### src/rtl/bank_cmd_scheduler_if.sv
// Request/command bus between the request front end, the scheduler and command_sender.
//   master : front end; drives req_* and observes the scheduler outputs
//   slave  : scheduler; samples req_* and drives ready/command/status outputs
// Signals:
//   req_valid_in/req_ready_out          request handshake
//   req_write_in, req_paddr_in          request kind and physical address
//   req_wdata_in                        512-bit write line
//   cmd_out/cmd_valid_out               DDR4 command (RD 0, WR 1, ACT 2, PRE 3, NOP 7)
//   bg_out/ba_out/row_out/col_out       command target
//   wdata_out                           latched write line
//   done_out/busy_out                   completion pulse / request in flight
interface bank_cmd_scheduler_if #(
  parameter int unsigned BANK_GROUPS     = 4,
  parameter int unsigned BANKS_PER_GROUP = 2,
  parameter int unsigned ROW_BITS        = 8,
  parameter int unsigned COL_BITS        = 4,
  parameter int unsigned PADDR_BITS      = 64
);
  localparam int unsigned BgW = $clog2(BANK_GROUPS);
  localparam int unsigned BaW = $clog2(BANKS_PER_GROUP);

  logic                  req_valid_in;
  logic                  req_ready_out;
  logic                  req_write_in;
  logic [PADDR_BITS-1:0] req_paddr_in;
  logic [511:0]          req_wdata_in;
  logic [2:0]            cmd_out;
  logic                  cmd_valid_out;
  logic [BgW-1:0]        bg_out;
  logic [BaW-1:0]        ba_out;
  logic [ROW_BITS-1:0]   row_out;
  logic [COL_BITS-1:0]   col_out;
  logic [511:0]          wdata_out;
  logic                  done_out;
  logic                  busy_out;

  modport master (
    output req_valid_in, req_write_in, req_paddr_in, req_wdata_in,
    input  req_ready_out, cmd_out, cmd_valid_out, bg_out, ba_out, row_out, col_out,
    input  wdata_out, done_out, busy_out
  );

  modport slave (
    input  req_valid_in, req_write_in, req_paddr_in, req_wdata_in,
    output req_ready_out, cmd_out, cmd_valid_out, bg_out, ba_out, row_out, col_out,
    output wdata_out, done_out, busy_out
  );
endinterface

### src/rtl/bank_cmd_scheduler.sv
// In-order, single-outstanding DDR4 command sequencer with open-page policy.
// Accepts one request at a time, tracks the open row of every bank and issues
// PRE/ACT/RD/WR with the precharge, activation and CAS/burst gaps enforced.
// Ports:
//   clk_in    clock, all state on posedge
//   rst_N_in  asynchronous active-low reset
//   bus       slave side of bank_cmd_scheduler_if (request in, command/status out)
module bank_cmd_scheduler #(
  parameter int unsigned CAS_LATENCY        = 22,
  parameter int unsigned ACTIVATION_LATENCY = 8,
  parameter int unsigned PRECHARGE_LATENCY  = 5,
  parameter int unsigned BURST_LEN          = 8,
  parameter int unsigned BANK_GROUPS        = 4,
  parameter int unsigned BANKS_PER_GROUP    = 2,
  parameter int unsigned ROW_BITS           = 8,
  parameter int unsigned COL_BITS           = 4,
  parameter int unsigned PADDR_BITS         = 64
) (
  input logic                  clk_in,
  input logic                  rst_N_in,
  bank_cmd_scheduler_if.slave  bus
);
  localparam int unsigned BgW      = $clog2(BANK_GROUPS);
  localparam int unsigned BaW      = $clog2(BANKS_PER_GROUP);
  localparam int unsigned BankW    = BgW + BaW;
  localparam int unsigned NumSlots = 1 << BankW;
  localparam int unsigned AddrHi   = COL_BITS + BankW + ROW_BITS;
  localparam int unsigned CntW     = $clog2(CAS_LATENCY + BURST_LEN) + 1;

  localparam logic [CntW-1:0] PreLoad = CntW'(PRECHARGE_LATENCY - 1);
  localparam logic [CntW-1:0] ActLoad = CntW'(ACTIVATION_LATENCY - 1);
  localparam logic [CntW-1:0] RdLoad  = CntW'(CAS_LATENCY + BURST_LEN - 1);
  localparam logic [CntW-1:0] WrLoad  = CntW'(BURST_LEN - 1);

  localparam logic [2:0] CmdRd  = 3'd0;
  localparam logic [2:0] CmdWr  = 3'd1;
  localparam logic [2:0] CmdAct = 3'd2;
  localparam logic [2:0] CmdPre = 3'd3;
  localparam logic [2:0] CmdNop = 3'b111;

  typedef enum logic [2:0] {StIdle, StDecide, StWaitPre, StWaitAct, StXfer} state_e;

  state_e                            state_q, state_d;
  logic [CntW-1:0]                   cnt_q, cnt_d;
  logic                              write_q;
  logic [BgW-1:0]                    bg_q;
  logic [BaW-1:0]                    ba_q;
  logic [ROW_BITS-1:0]               row_q;
  logic [COL_BITS-1:0]               col_q;
  logic [511:0]                      wdata_q;
  logic [NumSlots-1:0]               open_valid_q;
  logic [NumSlots-1:0][ROW_BITS-1:0] open_row_q;

  logic                              accept, hit, ready, done, cmd_valid;
  logic [2:0]                        cmd;
  logic [BankW-1:0]                  bank_idx;
  logic [CntW-1:0]                   xfer_load;
  logic                              unused_paddr;

  // Upper address bits are beyond the mapped row and carry no meaning here.
  assign unused_paddr = ^bus.req_paddr_in[PADDR_BITS-1:AddrHi];

  assign accept    = bus.req_valid_in & ready;
  assign bank_idx  = {bg_q, ba_q};
  assign hit       = open_valid_q[bank_idx] && (open_row_q[bank_idx] == row_q);
  assign xfer_load = write_q ? WrLoad : RdLoad;

  always_ff @(posedge clk_in or negedge rst_N_in) begin
    if (!rst_N_in) begin
      state_q <= StIdle;
      cnt_q   <= '0;
    end else begin
      state_q <= state_d;
      cnt_q   <= cnt_d;
    end
  end

  // Request fields are held from accept until the next accept.
  always_ff @(posedge clk_in or negedge rst_N_in) begin
    if (!rst_N_in) begin
      write_q <= 1'b0;
      bg_q    <= '0;
      ba_q    <= '0;
      row_q   <= '0;
      col_q   <= '0;
      wdata_q <= '0;
    end else if (accept) begin
      write_q <= bus.req_write_in;
      col_q   <= bus.req_paddr_in[COL_BITS-1:0];
      ba_q    <= bus.req_paddr_in[COL_BITS +: BaW];
      bg_q    <= bus.req_paddr_in[COL_BITS+BaW +: BgW];
      row_q   <= bus.req_paddr_in[COL_BITS+BankW +: ROW_BITS];
      wdata_q <= bus.req_wdata_in;
    end
  end

  // Open-row table follows the commands actually issued.
  always_ff @(posedge clk_in or negedge rst_N_in) begin
    if (!rst_N_in) begin
      open_valid_q <= '0;
      open_row_q   <= '0;
    end else if (cmd_valid && cmd == CmdAct) begin
      open_valid_q[bank_idx] <= 1'b1;
      open_row_q[bank_idx]   <= row_q;
    end else if (cmd_valid && cmd == CmdPre) begin
      open_valid_q[bank_idx] <= 1'b0;
    end
  end

  always_comb begin
    state_d = state_q;
    cnt_d   = cnt_q;
    unique case (state_q)
      StIdle: begin
        if (accept) state_d = StDecide;
      end
      StDecide: begin
        if (hit) begin
          state_d = StXfer;
          cnt_d   = xfer_load;
        end else if (open_valid_q[bank_idx]) begin
          state_d = StWaitPre;
          cnt_d   = PreLoad;
        end else begin
          state_d = StWaitAct;
          cnt_d   = ActLoad;
        end
      end
      StWaitPre: begin
        if (cnt_q == '0) begin
          state_d = StWaitAct;
          cnt_d   = ActLoad;
        end else begin
          cnt_d = cnt_q - CntW'(1);
        end
      end
      StWaitAct: begin
        if (cnt_q == '0) begin
          state_d = StXfer;
          cnt_d   = xfer_load;
        end else begin
          cnt_d = cnt_q - CntW'(1);
        end
      end
      StXfer: begin
        if (cnt_q == '0) begin
          // A request accepted alongside done goes straight to decision.
          state_d = accept ? StDecide : StIdle;
        end else begin
          cnt_d = cnt_q - CntW'(1);
        end
      end
      default: state_d = StIdle;
    endcase
  end

  always_comb begin
    cmd       = CmdNop;
    cmd_valid = 1'b0;
    done      = 1'b0;
    ready     = 1'b0;
    unique case (state_q)
      StIdle: ready = 1'b1;
      StDecide: begin
        cmd_valid = 1'b1;
        if (hit)                         cmd = write_q ? CmdWr : CmdRd;
        else if (open_valid_q[bank_idx]) cmd = CmdPre;
        else                             cmd = CmdAct;
      end
      StWaitPre: begin
        if (cnt_q == '0) begin
          cmd_valid = 1'b1;
          cmd       = CmdAct;
        end
      end
      StWaitAct: begin
        if (cnt_q == '0) begin
          cmd_valid = 1'b1;
          cmd       = write_q ? CmdWr : CmdRd;
        end
      end
      StXfer: begin
        if (cnt_q == '0) begin
          done  = 1'b1;
          ready = 1'b1;
        end
      end
      default: ;
    endcase
  end

  assign bus.req_ready_out = ready;
  assign bus.cmd_out       = cmd;
  assign bus.cmd_valid_out = cmd_valid;
  assign bus.done_out      = done;
  assign bus.busy_out      = (state_q != StIdle) && !done;
  assign bus.bg_out        = bg_q;
  assign bus.ba_out        = ba_q;
  assign bus.row_out       = row_q;
  assign bus.col_out       = col_q;
  assign bus.wdata_out     = wdata_q;
endmodule

### src/flat_wrapper.sv
// flat-port wrapper written by rule: the top's interface ports become plain ports
module bank_cmd_scheduler_flat 
#(
  parameter int unsigned CAS_LATENCY        = 22,
  parameter int unsigned ACTIVATION_LATENCY = 8,
  parameter int unsigned PRECHARGE_LATENCY  = 5,
  parameter int unsigned BURST_LEN          = 8,
  parameter int unsigned BANK_GROUPS        = 4,
  parameter int unsigned BANKS_PER_GROUP    = 2,
  parameter int unsigned ROW_BITS           = 8,
  parameter int unsigned COL_BITS           = 4,
  parameter int unsigned PADDR_BITS         = 64
)
  (clk_in, rst_N_in, bus_req_valid_in, bus_req_write_in, bus_req_paddr_in, bus_req_wdata_in, bus_req_ready_out, bus_cmd_out, bus_cmd_valid_out, bus_bg_out, bus_ba_out, bus_row_out, bus_col_out, bus_wdata_out, bus_done_out, bus_busy_out);
  bank_cmd_scheduler_if #(.BANK_GROUPS(BANK_GROUPS), .BANKS_PER_GROUP(BANKS_PER_GROUP), .ROW_BITS(ROW_BITS), .COL_BITS(COL_BITS), .PADDR_BITS(PADDR_BITS)) bus_i ();
  input logic clk_in;
  input logic rst_N_in;
  input wire logic [$bits(bus_i.req_valid_in)-1:0] bus_req_valid_in;
  input wire logic [$bits(bus_i.req_write_in)-1:0] bus_req_write_in;
  input wire logic [$bits(bus_i.req_paddr_in)-1:0] bus_req_paddr_in;
  input wire logic [$bits(bus_i.req_wdata_in)-1:0] bus_req_wdata_in;
  output wire logic [$bits(bus_i.req_ready_out)-1:0] bus_req_ready_out;
  output wire logic [$bits(bus_i.cmd_out)-1:0] bus_cmd_out;
  output wire logic [$bits(bus_i.cmd_valid_out)-1:0] bus_cmd_valid_out;
  output wire logic [$bits(bus_i.bg_out)-1:0] bus_bg_out;
  output wire logic [$bits(bus_i.ba_out)-1:0] bus_ba_out;
  output wire logic [$bits(bus_i.row_out)-1:0] bus_row_out;
  output wire logic [$bits(bus_i.col_out)-1:0] bus_col_out;
  output wire logic [$bits(bus_i.wdata_out)-1:0] bus_wdata_out;
  output wire logic [$bits(bus_i.done_out)-1:0] bus_done_out;
  output wire logic [$bits(bus_i.busy_out)-1:0] bus_busy_out;
  assign bus_i.req_valid_in = bus_req_valid_in;
  assign bus_i.req_write_in = bus_req_write_in;
  assign bus_i.req_paddr_in = bus_req_paddr_in;
  assign bus_i.req_wdata_in = bus_req_wdata_in;
  assign bus_req_ready_out = bus_i.req_ready_out;
  assign bus_cmd_out = bus_i.cmd_out;
  assign bus_cmd_valid_out = bus_i.cmd_valid_out;
  assign bus_bg_out = bus_i.bg_out;
  assign bus_ba_out = bus_i.ba_out;
  assign bus_row_out = bus_i.row_out;
  assign bus_col_out = bus_i.col_out;
  assign bus_wdata_out = bus_i.wdata_out;
  assign bus_done_out = bus_i.done_out;
  assign bus_busy_out = bus_i.busy_out;
  bank_cmd_scheduler #(.CAS_LATENCY(CAS_LATENCY), .ACTIVATION_LATENCY(ACTIVATION_LATENCY), .PRECHARGE_LATENCY(PRECHARGE_LATENCY), .BURST_LEN(BURST_LEN), .BANK_GROUPS(BANK_GROUPS), .BANKS_PER_GROUP(BANKS_PER_GROUP), .ROW_BITS(ROW_BITS), .COL_BITS(COL_BITS), .PADDR_BITS(PADDR_BITS)) u_core (.clk_in(clk_in), .rst_N_in(rst_N_in), .bus(bus_i));
endmodule
### config.mk
export PLATFORM = sky130hd
export DESIGN_NAME = bank_cmd_scheduler_flat
export DESIGN_NICKNAME = d
export VERILOG_FILES = /design/src/rtl/bank_cmd_scheduler_if.sv /design/src/rtl/bank_cmd_scheduler.sv /design/src/flat_wrapper.sv
export SDC_FILE = /design/constraint.sdc
export NUM_CORES = 1
export LEC_CHECK = 0
export ABC_AREA = 1
export BUFFER_PORTS_ARGS = -buffer_cell sky130_fd_sc_hd__clkbuf_2
export CORE_AREA = 2 2 435 437
export CTS_BUF_LIST = sky130_fd_sc_hd__clkbuf_16
export CTS_CLUSTER_SIZE = 28
export DETAILED_ROUTE_END_ITERATION = 6
export DIE_AREA = 0 0 437 439
export GPL_ROUTABILITY_DRIVEN = 1
export PLACE_DENSITY_LB_ADDON = 0.12
export SETUP_SLACK_MARGIN = 0.1
export SLEW_MARGIN = 0
export SYNTH_ARGS = -nofsm -noshare
export SYNTH_HDL_FRONTEND = slang
export SYNTH_SLANG_ARGS = --single-unit
export TNS_END_PERCENT = 20
### constraint.sdc
create_clock -name clk_in -period 2.3 [get_ports clk_in]
set_input_delay 0.46 -clock clk_in [delete_from_list [all_inputs] [get_ports clk_in]]
set_output_delay 0.46 -clock clk_in [all_outputs]
set_load 0.01 [all_outputs]
==> metrics.txt <==
outcome finished, violations left; failing checks setup timing; 1st-pass router iterations 5; placer congestion estimate just under 0.8; ratio of cells with drive above 1 in the final layout 55.9%; worst endpoint data arrival time 2730 ps; vias post-DR around 21000; Die Y 439 um; unrepaired setup endpoints after global routing yes; Top FF cell, synth dfrtp_1; pre-CTS setup slack -397 ps; Hold Vio Cnt, Final 0; register bit count reported by yosys about 610; IO Port Bufs between 1000 and 1500; initial antenna violation count 34; Max-cap violations 0; IO Pins ~1100; Die Width 437 um; fin. max-slew vios 0; WL/cell 21.3 um; number of enable flip-flop cells after synthesis 0; min-delay worst type primary input to flop; setup TNS -36940 ps; Yosys top cell by area dfrtp_1; pwr dens ~1400 nW/um^2; cell total after placement about 5400; Detailed Place HPWL 103000 um; Synth async-reset ratio 100%; worst slew pin tran 635 ps; crit path time final 3190 ps; Max Fclk 0.314 GHz; Num Clock Sinks 609; Core ar. 187000 um^2; Skew-Pair Late Insertion Delay approximately 710 ps; syn avg cell area 13.5 um^2; detailed-route vias per instance between 3 and 4; P_leak 20.7 nW; Cell Rows 159; Mapped Nets 2392; clk_skew ~25 ps; Final period util 139%; largest net degree at the start of global routing 90; DRT iter0 DRCs 663; top-count cell post-synth dfrtp_1; Slew HR 57.6%; vias in the first global route 23300; final setup vio count between 80 and 90; Netlist cell types 36; first-pass GRT wire length 180000 um; H-tree depth 3; top post-synthesis cells by area dfrtp_1 62%, mux2_2 24%, nand2_1 4.1%, buf_6 1.9%, nand4_1 1.7%; DIE AREA between 150000 and 200000 um^2; GR Util All Layers a little over an eighth; Critical Path RT 1840 ps; total CTS buffers 83; register area share after synthesis 62.1%; Gate Count Post-Synth 1810; fin nets 4194; remaining global-route overflow 0; yosys warns 0; CTS tree yes; CTS root buf clkbuf_16; DRT Wirelength 132000 um; crit-path max FO 9; DRT antenna net count 0; Worst setup SP type flop; Crit. End Element output pin; Max IR drop VDD between 600 and 700 uV; Reg clk slew, reported paths 70 ps; area grow syn2layout 76.7%; initial core utilization 13.1%; Finished Layout Cells roughly 6200; Synth Cell Area around 25000 um^2; Yosys top cell area share 62.1%; worst setup margin -888 ps; most frequent cells after synthesis 609 x dfrtp_1, 516 x mux2_2, 265 x nand2_1; Clock Tree Buf Depth 3; Critical Setup Path Class flop to output pin; DRC 0
-- cell type report --
| cell class | instances | area, um^2 |
|---|---|---|
| clock inverter | 63 | 425 |
| clock buffer | 84 | 2100 |
| timing repair inverter | 2 | 22.5 |
| tap | 2495 | 3120 |
| inverter | 87 | 368 |
| sequential | 609 | 15200 |
| antenna | 12 | 30.0 |
| fill | 20500 | 144000 |
| multi-input combinational | 1024 | 8890 |
| timing repair buffer | 1805 | 13100 |
-- logic make-up after synthesis --
| kind of cell | count (synthesis) | share of synthesized area [%] |
|---|---|---|
| AOI/OAI and AO/OA | 43 | 1.04 |
| muxes | 516 | 23.7 |
| adders and majority gates | 2 | 0.102 |
| and+or+nand+nor | 455 | 8.56 |
| DFF | 609 | 62.1 |
| buffers and inverters | 184 | 4.43 |
| xor gates and xnor gates | 1 | 0.0357 |
-- worst paths after layout --
kind,from,end,slack (ps),cells after the start
worst max-delay path,u_core.bus.ba_out,bus_cmd_out[0],-890,14
worst max register to register,u_core.bus.ba_out,u_core.open_row_q[57],-570,20
min in group asynchronous,rst_N_in,u_core.bus.wdata_out[224],190,2
worst min register to register,u_core.open_row_q[30],u_core.open_row_q[30],470,2
max in group asynchronous,rst_N_in,u_core.bus.wdata_out[394],1210,3
worst min-delay path,bus_req_wdata_in[504],u_core.bus.wdata_out[504],80,2
-- placed cells by master (no fill, tap or decap), types with 18 or more instances in the layout --
| master | netlist | routed |
|---|---|---|
| clkbuf_16 | 0 | 95 |
| mux2_4 | 0 | 35 |
| buf_12 | 1 | 33 |
| buf_4 | 5 | 144 |
| dfrtp_1 | 609 | 607 |
| buf_6 | 41 | 19 |
| nand2_2 | 1 | 63 |
| nand4_1 | 65 | 65 |
| nand3_1 | 40 | 26 |
| a21oi_1 | 19 | 18 |
| inv_1 | 83 | 105 |
| nor2_1 | 47 | 34 |
| nand2_1 | 265 | 199 |
| mux2_2 | 516 | 481 |
| clkbuf_2 | 0 | 1057 |
| dlygate4sd3_1 | 0 | 522 |
-- flip-flops by register name, summed over array words and instances, names as in the netlist, named ones only --
signal                flops
u_core.state_q            3
u_core.bus.wdata_out    512
u_core.bus.col_out        4
u_core.write_q            1
u_core.bus.row_out        8
u_core.open_row_q        64
u_core.bus.bg_out         2
u_core.bus.ba_out         1
u_core.cnt_q              6
-- report_power, final --
group	switching, mW	internal [mW]	total [mW]
registers	3.36	16.2	19.5
logic	15.0	13.3	28.3
clock network	5.53	6.95	12.5
total	23.9	36.4	60.3
-- routing by layer --
layer	wire (um)	GRT usage, %
met1	52700	15.4
met2	67500	22.9
met3	8000	3.59
met4	3550	4.58
met5	0	0
-- worst max-delay path, stage by stage, from the launching register on --
cell and delay, ps:
dfrtp_2 440, buf_12 180, clkinv_16 70, or2_1 210, nand2_1 90, nand2_2 70
nor2_1 80, nand2_1 50, nand2_1 70, nand2_2 60, nor2_4 170, nand4_4 130
a21oi_4 200, inv_2 50, buf_8 120
-- per-stage QoR --
stage                     instance area, um^2  hold WS, ps  power, mW  utilization, %
after global placement                  33900          336       44.8            18.1
after floorplan                         24600          164       31.6               -
final                                   43300         83.8       60.3            23.2
after CTS                               42500         3.77       60.3            22.7
after global routing                    43300         49.0       64.1            23.2
after detailed placement                33900          346       44.8            18.1
-- repair_timing --
action,in CTS,in global routing
endpoints found under the setup margin,518,489
buffers inserted,25,13
pin swaps,19,61
hold buffers,522,0
endpoints found under the hold margin,710,0
gates cloned,7,19
gates resized for setup,121,108
Power figures use the tool's default switching activity.
